$ cat config.mk
export PLATFORM = sky130hd
export DESIGN_NAME = alu_result_capture
export DESIGN_NICKNAME = d
export VERILOG_FILES = /design/src/rtl/alu_result_capture_pkg.sv /design/src/rtl/alu_result_capture.sv
export SDC_FILE = /design/constraint.sdc
export NUM_CORES = 1
export LEC_CHECK = 0
export BUFFER_PORTS_ARGS = -buffer_cell sky130_fd_sc_hd__clkbuf_2
export CAP_MARGIN = 10
export CORE_MARGIN = 8
export CORE_UTILIZATION = 30
export CTS_BUF_LIST = sky130_fd_sc_hd__clkbuf_16
export DETAILED_ROUTE_END_ITERATION = 16
export PLACE_DENSITY = 0.51
export SLEW_MARGIN = 0
export SYNTH_ARGS = -nofsm -noshare
export SYNTH_HDL_FRONTEND = slang
export SYNTH_SLANG_ARGS = --single-unit
$ cat constraint.sdc
create_clock -name clk -period 2.3 [get_ports clk]
set_input_delay 0.46 -clock clk [delete_from_list [all_inputs] [get_ports clk]]
set_output_delay 0.46 -clock clk [all_outputs]
set_load 0.01 [all_outputs]
$ cat src/rtl/alu_result_capture_pkg.sv
// Shared encodings for the ALU result capture block: function selects,
// read-source selects, FSM state type and the packed flag register layout.
package alu_result_capture_pkg;

  localparam logic [4:0] FS_MULT = 5'h1E;
  localparam logic [4:0] FS_DIV  = 5'h1F;

  localparam logic [1:0] SEL_ALU_OUT = 2'b00;
  localparam logic [1:0] SEL_LO      = 2'b01;
  localparam logic [1:0] SEL_HI      = 2'b10;
  localparam logic [1:0] SEL_FLAGS   = 2'b11;

  typedef enum logic [0:0] {
    IDLE    = 1'b0,
    MD_WAIT = 1'b1
  } state_e;

  typedef struct packed {
    logic c;
    logic v;
    logic n;
    logic z;
  } flags_t;

  function automatic logic is_md_fs(input logic [4:0] fs);
    return (fs == FS_MULT) || (fs == FS_DIV);
  endfunction

endpackage

$ cat src/rtl/alu_result_capture.sv
// Consumer end of the ALU output interface: captures results and flags,
// delays mult/div commits into HI/LO, and serves registered read-backs.
module alu_result_capture
  import alu_result_capture_pkg::*;
#(
  parameter int unsigned MD_LAT = 4
) (
  input  logic        clk,
  input  logic        reset,
  input  logic        LD,
  input  logic [4:0]  FS,
  input  logic [31:0] Y_hi,
  input  logic [31:0] Y_lo,
  input  logic        C,
  input  logic        V,
  input  logic        N,
  input  logic        Z,
  input  logic        RD_REQ,
  input  logic [1:0]  SEL,
  output logic [31:0] D_OUT,
  output logic        D_VLD,
  output logic        STALL,
  output logic        BUSY
);

  localparam logic [3:0] CNT_LOAD = 4'(MD_LAT - 1);

  logic md_ld;
  logic alu_ld;

  assign md_ld  = LD && is_md_fs(FS);
  assign alu_ld = LD && !md_ld;

  // ---------------------------------------------------------------------------
  // Mult/div commit FSM and latency counter
  // ---------------------------------------------------------------------------
  state_e      state_d, state_q;
  logic [3:0]  cnt_d, cnt_q;
  logic [63:0] shadow_d, shadow_q;
  logic        commit;

  // A new md load always restarts the wait, even if a commit was due now.
  always_comb begin
    state_d  = state_q;
    cnt_d    = cnt_q;
    shadow_d = shadow_q;
    commit   = 1'b0;
    if (md_ld) begin
      state_d  = MD_WAIT;
      cnt_d    = CNT_LOAD;
      shadow_d = {Y_hi, Y_lo};
    end else if (state_q == MD_WAIT) begin
      if (cnt_q == 4'd0) begin
        commit  = 1'b1;
        state_d = IDLE;
      end else begin
        cnt_d = cnt_q - 4'd1;
      end
    end
  end

  always_ff @(posedge clk or negedge reset) begin
    if (!reset) begin
      state_q  <= IDLE;
      cnt_q    <= 4'd0;
      shadow_q <= 64'd0;
    end else begin
      state_q  <= state_d;
      cnt_q    <= cnt_d;
      shadow_q <= shadow_d;
    end
  end

  // ---------------------------------------------------------------------------
  // Architectural capture registers
  // ---------------------------------------------------------------------------
  logic [31:0] alu_out_d, alu_out_q;
  logic [31:0] hi_d, hi_q;
  logic [31:0] lo_d, lo_q;
  flags_t      flags_d, flags_q;

  // C is undefined from the ALU on md ops, so only N/Z follow an md load.
  always_comb begin
    alu_out_d = alu_out_q;
    hi_d      = hi_q;
    lo_d      = lo_q;
    flags_d   = flags_q;
    if (alu_ld) begin
      alu_out_d = Y_lo;
      flags_d   = '{c: C, v: V, n: N, z: Z};
    end
    if (md_ld) begin
      flags_d.n = N;
      flags_d.z = Z;
    end
    if (commit) begin
      hi_d = shadow_q[63:32];
      lo_d = shadow_q[31:0];
    end
  end

  always_ff @(posedge clk or negedge reset) begin
    if (!reset) begin
      alu_out_q <= 32'd0;
      hi_q      <= 32'd0;
      lo_q      <= 32'd0;
      flags_q   <= '0;
    end else begin
      alu_out_q <= alu_out_d;
      hi_q      <= hi_d;
      lo_q      <= lo_d;
      flags_q   <= flags_d;
    end
  end

  // ---------------------------------------------------------------------------
  // Read port
  // Handshake: RD_REQ is the request and !STALL is the grant. A read is taken
  // at a rising edge where RD_REQ=1 and STALL=0; D_OUT carries the pre-edge
  // value of the source and D_VLD pulses for exactly the following cycle.
  // ---------------------------------------------------------------------------
  logic [31:0] rd_src;
  logic        rd_accept;
  logic [31:0] d_out_d, d_out_q;
  logic        d_vld_d, d_vld_q;

  assign STALL     = RD_REQ && ((SEL == SEL_LO) || (SEL == SEL_HI)) && (state_q == MD_WAIT);
  assign rd_accept = RD_REQ && !STALL;

  always_comb begin
    case (SEL)
      SEL_ALU_OUT: rd_src = alu_out_q;
      SEL_LO:      rd_src = lo_q;
      SEL_HI:      rd_src = hi_q;
      SEL_FLAGS:   rd_src = {28'd0, flags_q};
      default:     rd_src = 32'd0;
    endcase
  end

  always_comb begin
    d_out_d = d_out_q;
    d_vld_d = rd_accept;
    if (rd_accept) begin
      d_out_d = rd_src;
    end
  end

  always_ff @(posedge clk or negedge reset) begin
    if (!reset) begin
      d_out_q <= 32'd0;
      d_vld_q <= 1'b0;
    end else begin
      d_out_q <= d_out_d;
      d_vld_q <= d_vld_d;
    end
  end

  assign D_OUT = d_out_q;
  assign D_VLD = d_vld_q;
  assign BUSY  = (state_q == MD_WAIT);

endmodule

==> flow_summary.ini <==
[clock_network]
cts_setup_buffers = 0
cts_tree = built
clock_sinks = 202
path_clk_slew_ns = 0.06
cts_max_path_buffers = 3
h-tree-depth = 1
cts_root_buf = clkbuf_16
clock_latency_ns = 0.51
cts_buffers = 24

[placement]
globalplace.congestion = 0.722
dp_hpwl_um = 12400
port_buffers = 112
post-place-cells = 1001
place_ws_ns = 0.118
placed_cell_area_sq_um = 9250

[power]
comb_power_share_pct = 17.5
p_leak_nw = 4.63
vdd_ir_drop_max_mv = 0.446
netSwitchingPower_mw = 2.93
pwr-share-clk_pct = 35.5
p_total_mw = 11.0
powerDensity_nw_per_um2 = 1090
swShare_pct = 26.6
p_int_mw = 8.08
p_seq_share_pct = 47.0

[floorplanning]
dieArea_sq_um = 33000
io_pins = 114
die_x_um = 182
rows = 60
core_area_sq_um = 27000
fp.dieH_um = 182
start_util_pct = 30.5

[run_status]
run_status = completed

[routing]
vias = 5089
drc = 0
final_antenna_net_count = 0
routedWlPerCell_um = 18.9
postRouteWirelength_um = 19800
vias_per_cell = 4.87
first_pass_iters = 4
dr.first_iter.drc_count = 284

[timing]
relSlewSlack_pct = 68.8
finalHoldViolCount = 0
slew_viol_final = 0
setup_tns_ns = 0
min_period_ns = 2.09
clock_skew_ns = 0.0185
tightest_slew_ns = 0.468
hold_slack_ns = 0.177
fin_ws_ns = 0.210
grt_setup_unrepaired = false
finalCritPeriodShare_pct = 90.9
max_freq_mhz = 478
setup_viol = 0

[final_layout]
regArea_sq_um = 5050
diodes = 0
final_nets = 773
nFillCells = 2532
design_area_sq_um = 10100
layout-drive-gt1-share_pct = 40.6
multi_input_area_sq_um = 2960
final_util_pct = 37.5
final_cells = 1046
area_growth_pct = 22.8

[critical_path]
slowest_stage = dfrtp_1
crit_required_ns = 2.69
critPathLaunchType = flip-flop
critical_path.cell_chain = inv_1 > ha_1 > nand2b_1 > a2111oi_4 > clkbuf_16 > mux2_2
criticalPathCategory = flip-flop to flip-flop
max_stage_delay_ns = 0.40
crit_fanout = 32
end_kind = flip-flop
worstPathArrival_ns = 2.48

[global_route]
antenna_found_initial = 0
grt_pass1_wl_um = 32000
grt-ovfl-total = 0
grt_usage_pct = 12.0
grt_max_degree = 69
grt_pass1_vias = 5729

[yosys]
synth_area_leaders = dfrtp_1 61%, mux2_2 16%, mux2_1 7.2%, a221oi_1 3.0%, o31ai_1 2.6%
syn_inst = 571
yosys.area.top_type_share_pct = 61.4
syn_area_per_cell_sq_um = 14.4
yosysTopAreaCell = dfrtp_1
ys_types = 28
synth_warnings = 0
ys_ff_latch = 202
ys_seq_area_share_pct = 61.4
netlist_area_sq_um = 8230
synthesis.nets = 656

[run]
cap_viol_max_count = 0

[min_path]
holdCritPathClass = input pin to flip-flop
-- worst max-delay path, delay by kind of cell (launching register included) --
kind | cells | cell delay (ns)
buf+inv | 2 | 0.47
mux | 1 | 0.36
compound gates | 1 | 0.39
fa+ha+maj | 1 | 0.20
flops | 1 | 0.40
simple gates | 1 | 0.12
-- worst paths after layout --
check,depth (start not counted),startpoint,end,slack (ns)
setup / recovery,6,cnt_q[0],lo_q[5],0.21
hold / removal,2,Y_hi[7],shadow_q[39],0.18
setup reg to reg,6,cnt_q[0],lo_q[5],0.21
hold reg to reg,2,D_OUT[5],D_OUT[5],0.48
max in group asynchronous,3,reset,shadow_q[27],1.08
min in group asynchronous,2,reset,D_OUT[7],0.46
-- kinds of logic after synthesis --
group           count (synthesis)  synth area share [%]
buf+inv                        47                  2.80
flops                         202                  61.4
compound gates                 72                  7.14
mux                           169                  23.1
simple gates                   75                  4.65
fa+ha+maj                       6                 0.912
-- power groups by stage --
| stage | combinational, mW | sequential (mW) | clock, mW |
|---|---|---|---|
| 6_report | 1.92 | 5.17 | 3.91 |
| 5_1_grt | 2.15 | 5.31 | 4.19 |
| 4_1_cts | 1.97 | 5.18 | 4.02 |
| 3_5_place_dp | 1.96 | 5.24 | 0 |
| 3_3_place_gp | 1.86 | 5.17 | 0 |
| 2_1_floorplan | 1.24 | 5.12 | 0 |
-- cells in the final DEF (no fill, tap or decap), drive strengths merged, types with 5 or more instances in the layout --
cell,instances
o21ai,7
mux2,168
bufinv,5
ha,6
buf,14
dfrtp,202
inv,13
o31ai,28
a221oi,28
nand2,37
nor2b,28
clkbuf,137
clkinv,10
-- per-layer routing --
layer  track usage, %  wire (um)  vias up
met5                0          0        -
met4             3.94        504        0
met3             2.55        903       36
met2             21.1       9920      121
met1             14.3       8440     2625
li1                 -          -     2307
-- layout make-up --
class | instances | area share (%)
clock buffer | 24 | 5.94
clock inverter | 19 | 2.21
inverter | 10 | 0.371
multi-input combinational | 322 | 29.3
sequential | 202 | 50.0
tap | 341 | 4.22
timing repair buffer | 128 | 8.00
-- flip-flops by register name, summed over array words and instances, names as in the netlist --
| signal | flops |
|---|---|
| shadow_q | 64 |
| hi_q | 32 |
| flags_q | 4 |
| D_OUT | 32 |
| BUSY | 1 |
| alu_out_q | 32 |
| lo_q | 32 |
| D_VLD | 1 |
| cnt_q | 4 |
-- synth_stat cells, drive strengths merged --
library cell / instances
clkbuf: 19
o21ai: 7
nor2: 2
a2111oi: 1
a222oi: 4
nor3b: 1
buf: 18
mux2i: 1
nor2b: 28
a21bo: 1
a21oi: 1
inv: 10
and4: 1
nand2: 37
dfrtp: 202
or3b: 1
ha: 6
nor4b: 1
nand2b: 2
a221oi: 28
and2: 1
and3: 1
o31ai: 28
mux2: 168
o211ai: 2
-- timing repair --
action / 4_1_cts / 5_1_grt
endpoints found under the hold margin: 47 / 0
resized for setup: 0 / 4
setup endpoints to repair: 0 / 5
hold buffers: 1 / 0
Note: power is estimated with default switching activity, not from simulation.
